==> src/rtl/mem_responder_if.sv <==
// mem_responder_if: groups the cache request ports and the RAM port of
// mem_responder into one bundle.
//
// Handshake: a cache raises its request (iREN, or dREN/dWEN) and holds it,
// together with the address and data, until it sees its wait line low.
// Wait is low for exactly one cycle, and that cycle carries the load data.
// On the RAM side the responder holds ramREN or ramWEN with ramaddr and
// ramstore until ram_rdy is high, which marks the cycle ramload is valid.
//
// Modports:
//   slave  - the responder (mem_responder)
//   master - the environment (caches and RAM model)
interface mem_responder_if;
    logic        iREN;
    logic [31:0] iaddr;
    logic        iwait;
    logic [31:0] iload;
    logic        dREN;
    logic        dWEN;
    logic [31:0] daddr;
    logic [31:0] dstore;
    logic        dwait;
    logic [31:0] dload;
    logic        ramREN;
    logic        ramWEN;
    logic [31:0] ramaddr;
    logic [31:0] ramstore;
    logic [31:0] ramload;
    logic        ram_rdy;

    modport slave (
        input  iREN, iaddr, dREN, dWEN, daddr, dstore, ramload, ram_rdy,
        output iwait, iload, dwait, dload, ramREN, ramWEN, ramaddr, ramstore
    );

    modport master (
        output iREN, iaddr, dREN, dWEN, daddr, dstore, ramload, ram_rdy,
        input  iwait, iload, dwait, dload, ramREN, ramWEN, ramaddr, ramstore
    );
endinterface

==> src/rtl/mem_responder.sv <==
// mem_responder: arbitrates icache (read-only) and dcache (read/write)
// requests onto one RAM port. Each completion drops the matching wait line
// for one cycle. A RAM that stalls for RAM_TIMEOUT serve cycles gets a forced
// completion that returns ERR_WORD and sets the sticky mem_err flag.
//
// Ports:
//   CLK, RST   clock, synchronous active-high reset
//   bus        mem_responder_if.slave (cache request ports + RAM port)
//   dbg_state  current FSM state (0 IDLE, 1 ISERV, 2 DSERV)
//   icount     completed icache requests (only with MEMRESP_STATS_EN)
//   dcount     completed dcache requests (only with MEMRESP_STATS_EN)
//   mem_err    sticky timeout flag, cleared only by RST
//
// Build option: define MEMRESP_STATS_EN to add the icount/dcount counters.
module mem_responder #(
    parameter int          RAM_TIMEOUT = 64,
    parameter logic [31:0] ERR_WORD    = 32'hBAD0BAD0
) (
    input  logic               CLK,
    input  logic               RST,
    mem_responder_if.slave     bus,
    output logic [1:0]         dbg_state,
`ifdef MEMRESP_STATS_EN
    output logic [31:0]        icount,
    output logic [31:0]        dcount,
`endif
    output logic               mem_err
);

    typedef enum logic [1:0] {
        IDLE  = 2'd0,
        ISERV = 2'd1,
        DSERV = 2'd2
    } state_e;

    state_e      state_q, state_d;
    logic [31:0] addr_q, addr_d;
    logic [31:0] store_q, store_d;
    logic        wr_q, wr_d;        // latched dcache kind: 1 = write
    logic [31:0] tmo_q, tmo_d;      // serve cycles spent without ram_rdy
    logic        last_d_q, last_d_d; // last completed grant went to dcache
    logic        err_q, err_d;
`ifdef MEMRESP_STATS_EN
    logic [31:0] icount_q, icount_d;
    logic [31:0] dcount_q, dcount_d;
`endif

    logic serving;
    logic d_req;
    logic timeout;
    logic done;
    logic still_req;

    assign serving   = (state_q != IDLE);
    assign d_req     = bus.dREN | bus.dWEN;
    assign timeout   = serving && !bus.ram_rdy && (tmo_q == 32'(RAM_TIMEOUT - 1));
    // A completion (real or forced) wins over a request drop in the same cycle.
    assign done      = serving && (bus.ram_rdy || timeout);
    assign still_req = (state_q == ISERV) ? bus.iREN : d_req;

    always_comb begin
        state_d  = state_q;
        addr_d   = addr_q;
        store_d  = store_q;
        wr_d     = wr_q;
        tmo_d    = tmo_q;
        last_d_d = last_d_q;
        err_d    = err_q;
`ifdef MEMRESP_STATS_EN
        icount_d = icount_q;
        dcount_d = dcount_q;
`endif
        case (state_q)
            IDLE: begin
                // dcache wins a tie unless it also took the previous grant.
                if (d_req && (!bus.iREN || !last_d_q)) begin
                    state_d = DSERV;
                    addr_d  = bus.daddr;
                    store_d = bus.dstore;
                    wr_d    = bus.dWEN;
                    tmo_d   = '0;
                end else if (bus.iREN) begin
                    state_d = ISERV;
                    addr_d  = bus.iaddr;
                    store_d = '0;
                    wr_d    = 1'b0;
                    tmo_d   = '0;
                end
            end
            default: begin
                if (done) begin
                    state_d  = IDLE;
                    last_d_d = (state_q == DSERV);
                    if (timeout) err_d = 1'b1;
`ifdef MEMRESP_STATS_EN
                    if (state_q == ISERV) icount_d = icount_q + 32'd1;
                    else                  dcount_d = dcount_q + 32'd1;
`endif
                end else if (!still_req) begin
                    state_d = IDLE;
                end else begin
                    tmo_d = tmo_q + 32'd1;
                end
            end
        endcase
    end

    always_ff @(posedge CLK) begin
        if (RST) begin
            state_q  <= IDLE;
            addr_q   <= '0;
            store_q  <= '0;
            wr_q     <= 1'b0;
            tmo_q    <= '0;
            last_d_q <= 1'b0;
            err_q    <= 1'b0;
`ifdef MEMRESP_STATS_EN
            icount_q <= '0;
            dcount_q <= '0;
`endif
        end else begin
            state_q  <= state_d;
            addr_q   <= addr_d;
            store_q  <= store_d;
            wr_q     <= wr_d;
            tmo_q    <= tmo_d;
            last_d_q <= last_d_d;
            err_q    <= err_d;
`ifdef MEMRESP_STATS_EN
            icount_q <= icount_d;
            dcount_q <= dcount_d;
`endif
        end
    end

    // Completion outputs must fall in the same cycle as ram_rdy, so they are
    // decoded from registered state plus the live ram_rdy.
    assign bus.iwait = !(done && (state_q == ISERV));
    assign bus.dwait = !(done && (state_q == DSERV));
    assign bus.iload = (done && (state_q == ISERV))
                       ? (timeout ? ERR_WORD : bus.ramload) : 32'd0;
    // A write completion carries no load value, even when forced.
    assign bus.dload = (done && (state_q == DSERV) && !wr_q)
                       ? (timeout ? ERR_WORD : bus.ramload) : 32'd0;

    assign bus.ramREN   = serving && !wr_q;
    assign bus.ramWEN   = serving && wr_q;
    assign bus.ramaddr  = serving ? addr_q  : 32'd0;
    assign bus.ramstore = serving ? store_q : 32'd0;

    assign dbg_state = state_q;
    assign mem_err   = err_q;
`ifdef MEMRESP_STATS_EN
    assign icount = icount_q;
    assign dcount = dcount_q;
`endif

endmodule

==> src/flat_wrapper.sv <==
// flat-port wrapper written by rule: the top's interface ports become plain ports
module mem_responder_flat 
#(
    parameter int          RAM_TIMEOUT = 64,
    parameter logic [31:0] ERR_WORD    = 32'hBAD0BAD0
)
  (CLK, RST, dbg_state, mem_err, bus_iREN, bus_iaddr, bus_dREN, bus_dWEN, bus_daddr, bus_dstore, bus_ramload, bus_ram_rdy, bus_iwait, bus_iload, bus_dwait, bus_dload, bus_ramREN, bus_ramWEN, bus_ramaddr, bus_ramstore);
  mem_responder_if bus_i ();
  input  logic CLK;
  input  logic RST;
  output logic [1:0] dbg_state;
  output logic mem_err;
  input wire logic [$bits(bus_i.iREN)-1:0] bus_iREN;
  input wire logic [$bits(bus_i.iaddr)-1:0] bus_iaddr;
  input wire logic [$bits(bus_i.dREN)-1:0] bus_dREN;
  input wire logic [$bits(bus_i.dWEN)-1:0] bus_dWEN;
  input wire logic [$bits(bus_i.daddr)-1:0] bus_daddr;
  input wire logic [$bits(bus_i.dstore)-1:0] bus_dstore;
  input wire logic [$bits(bus_i.ramload)-1:0] bus_ramload;
  input wire logic [$bits(bus_i.ram_rdy)-1:0] bus_ram_rdy;
  output wire logic [$bits(bus_i.iwait)-1:0] bus_iwait;
  output wire logic [$bits(bus_i.iload)-1:0] bus_iload;
  output wire logic [$bits(bus_i.dwait)-1:0] bus_dwait;
  output wire logic [$bits(bus_i.dload)-1:0] bus_dload;
  output wire logic [$bits(bus_i.ramREN)-1:0] bus_ramREN;
  output wire logic [$bits(bus_i.ramWEN)-1:0] bus_ramWEN;
  output wire logic [$bits(bus_i.ramaddr)-1:0] bus_ramaddr;
  output wire logic [$bits(bus_i.ramstore)-1:0] bus_ramstore;
  assign bus_i.iREN = bus_iREN;
  assign bus_i.iaddr = bus_iaddr;
  assign bus_i.dREN = bus_dREN;
  assign bus_i.dWEN = bus_dWEN;
  assign bus_i.daddr = bus_daddr;
  assign bus_i.dstore = bus_dstore;
  assign bus_i.ramload = bus_ramload;
  assign bus_i.ram_rdy = bus_ram_rdy;
  assign bus_iwait = bus_i.iwait;
  assign bus_iload = bus_i.iload;
  assign bus_dwait = bus_i.dwait;
  assign bus_dload = bus_i.dload;
  assign bus_ramREN = bus_i.ramREN;
  assign bus_ramWEN = bus_i.ramWEN;
  assign bus_ramaddr = bus_i.ramaddr;
  assign bus_ramstore = bus_i.ramstore;
  mem_responder #(.RAM_TIMEOUT(RAM_TIMEOUT), .ERR_WORD(ERR_WORD)) u_core (.CLK(CLK), .RST(RST), .bus(bus_i), .dbg_state(dbg_state), .mem_err(mem_err));
endmodule
==> config.mk <==
export PLATFORM = sky130hd
export DESIGN_NAME = mem_responder_flat
export DESIGN_NICKNAME = d
export VERILOG_FILES = /design/src/rtl/mem_responder_if.sv /design/src/rtl/mem_responder.sv /design/src/flat_wrapper.sv
export SDC_FILE = /design/constraint.sdc
export NUM_CORES = 1
export LEC_CHECK = 0
export ABC_AREA = 1
export CAP_MARGIN = 20
export CORE_MARGIN = 1
export CORE_UTILIZATION = 40
export DETAILED_ROUTE_END_ITERATION = 16
export GPL_TIMING_DRIVEN = 0
export PLACE_DENSITY_LB_ADDON = 0.15
export SLEW_MARGIN = 30
export SYNTH_ARGS = -nofsm -noshare
export SYNTH_HDL_FRONTEND = slang
export SYNTH_SLANG_ARGS = --single-unit
==> constraint.sdc <==
create_clock -name CLK -period 3.13 [get_ports CLK]
set_clock_uncertainty 0.15 [all_clocks]
set_input_delay 0.313 -clock CLK [delete_from_list [all_inputs] [get_ports CLK]]
set_output_delay 0.313 -clock CLK [all_outputs]
set_load 0.01 [all_outputs]
==> results of run 1 <==
what timing repair did:
item / 4_1_cts / 5_1_grt
pin swaps: 1 / 2
resized for setup: 37 / 17
endpoints found under the setup margin: 102 / 22
setup buffers: 5 / 7
metal layers:
| metal | track usage | part of all wire |
|---|---|---|
| met4 | 0.169 | 0.044 |
| met5 | 0 | 0 |
| met3 | 0.0684 | 0.088 |
| met2 | 0.488 | 0.48 |
| met1 | 0.326 | 0.39 |
cell usage in the layout, fill, tap and decap left out, types with 12 or more instances in the layout:
master           count
buf_2               16
clkdlybuf4s50_1    230
a21oi_1             84
clkbuf_1            30
dlymetal6s2s_1      14
dlygate4sd2_1       22
nor2_1             221
nor2_2              12
inv_1              137
a221oi_1            32
nand3_1             68
nand2_1            248
dfxtp_1             99
buf_4               14
worst max-delay path, cell delays in order, from the launching register on:
cell and delay (ns):
dfxtp_4 0.40, ha_4 0.17, nand3_2 0.10, nor2_2 0.13, nand2_2 0.11, nor2_4 0.16, nand3_4 0.13, inv_6 0.11
buf_6 0.16, nor2_1 0.10, nor2_1 0.11, clkdlybuf4s50_1 0.54
state kept, by name, indices dropped and copies added, names as in the netlist:
register	cells
u_core.addr_q	32
u_core.last_d_q	1
u_core.wr_q	1
u_core.dbg_state	2
u_core.mem_err	1
u_core.tmo_q	32
u_core.store_q	32
synthesized netlist by cell type (3+ instances only):
library cell,count,share of area
inv_1,137,0.084
nand3_1,69,0.056
buf_1,7,0.0043
nand3b_1,4,0.0049
buf_2,15,0.012
inv_2,7,0.0043
buf_4,4,0.0049
nand4_1,10,0.010
a221oi_1,32,0.046
a21oi_1,84,0.068
nor2_1,223,0.14
nor2_4,3,0.0055
o21bai_1,3,0.0037
nor3_1,3,0.0024
xor2_1,5,0.0071
nor2_2,10,0.010
dfxtp_1,101,0.33
buf_6,3,0.0055
o21ai_0,6,0.0049
clkbuf_1,31,0.019
nand2_1,250,0.15
final timing paths:
kind,from,end,slack [ns],cells after the start
max,u_core.tmo_q[0],bus_iload[20],0.10,11
min,u_core.store_q[4],u_core.store_q[4],0.32,2
max reg2reg,u_core.dbg_state[1],u_core.tmo_q[11],0.96,9
min reg2reg,u_core.store_q[4],u_core.store_q[4],0.32,2
cell families after synthesis:
family          after synthesis  synth area share
compound gates              132             0.132
xor+xnor                      5           0.00712
fa+ha+maj                     1           0.00203
buf+inv                     204             0.134
flops                       101             0.329
simple gates                584             0.397
final cells by class:
cell class / instances / area, sq um
diodes: 3 / 7.51
plain buffers: 59 / 292
clock buffers: 10 / 229
clock inverters: 5 / 60.1
fillers: 1414 / 5260
inverters: 144 / 546
multi-input cells: 722 / 3340
flip-flops and latches: 101 / 2030
well taps: 184 / 230
repair buffers: 278 / 2760
per-stage QoR:
step	setup slack [ns]	setup TNS, ns
after floorplan	0.881	0
after global placement	-0.166	-1.42
after detailed placement	-0.176	-1.26
after CTS	0.000708	0
after global routing	0.00692	0
final	0.102	0
report_power, final:
group / switching [mW] / internal (mW)
clock network: 0.524 / 0.623
logic: 0.650 / 0.522
registers: 0.0552 / 1.40
==> reports/summary.txt, run 1 <==
status: completed
DR DRC count: 0
clock latency on the worst-skew pair: 0.36 ns
startpoint type of the worst setup path: flip-flop
max_cap viols: 0
Final Hold Fails: 0
layout cells sized above 1: 0.0675
Clock Pin Slew Worst Setup and Hold Paths: 0.07 ns
design area: 0.00949 sq mm
Max clock buf depth: 2
vias per inst: 5.02
hold bufs inserted after CTS: 0
Peak Freq: 330 MHz
remaining global-route overflow: 0
RePlAce Congestion: 0.932
vias: 7561
leakage power: 4.22 nW
dpl hpwl: 17500 um
die area: 0.0159 sq mm
Root Driver: clkbuf_16
first-pass GRT wire length: 36000 um
Pre-Repair DR Iteration Count: 5
pwr dens: 398 mW/mm^2
post-route minimum period: 3.03 ns
Placement Cell Area: 0.00904 sq mm
Slew HR: 0.577
largest net degree at the start of global routing: 17
row count: 44
Starting DRT DRC Count: 443
Seq/Total Area, Yosys: 0.329
yosys warns: 0
worst setup path class: reg2out
Tot GR Track Use: 0.286
Setup crit end kind: output pin
port bufs: 266
number of global-route vias before repair: 7030
Core Footprint: 0.0148 sq mm
DIE HEIGHT: 126 um
Die W: 126 um
post-synthesis cell type count: 36
Critical Path AT: 2.56 ns
Nets: 1450
VDD IR max: 0.000245 V
Starting Density: 0.417
Req. time, crit path: 2.67 ns
top_reg_cell synth: dfxtp_1
DR WL/cell: 15.1 um
Cells after Synth: 1027
total CTS buffers: 9
worst slew pin tran: 0.635 ns
CTS tree: built
Final Util: 0.643
Setup Viol. Count Final: 0
initial antenna violation count: 3
Area Growth Syn to Fin: 54.3%
Power Total: 3.77 mW
dpl cells: 1477
IO Count: 269
Cell Count, Final, Fillers Out: 1506
Final Hold Slack: 0.316 ns
asr flop ratio synth: 0
routed wire length: 22700 um
RSZ-0062 raised after global routing: false
Mapped Area: 0.00615 sq mm
htree depth: 3
worst-path fanout max: 10
Synth Area per Inst: 5.99 sq um
fin crit share: 0.967
worst min path class: reg2reg
Final Max Slew Viols: 0
Post-synth EDFFs: 0
antenna-violating nets left: 0
Num Clock Sinks: 101
FF+latch count, synth: 101
Synthesized Nets: 1162
No activity file was read; power rests on OpenSTA's default activity.
==> run 2, diff against run 1 <==
Settings changed: CAP_MARGIN 20 to not set.
==> results of run 2 <==
The final DEF is identical to that of run 1; final timing and power are the same.
==> run 3, diff against run 2 <==
Settings changed: ABC_CLOCK_PERIOD_IN_PS set to 3130.
==> results of run 3 <==
The final DEF is identical to that of run 1; final timing and power are the same.
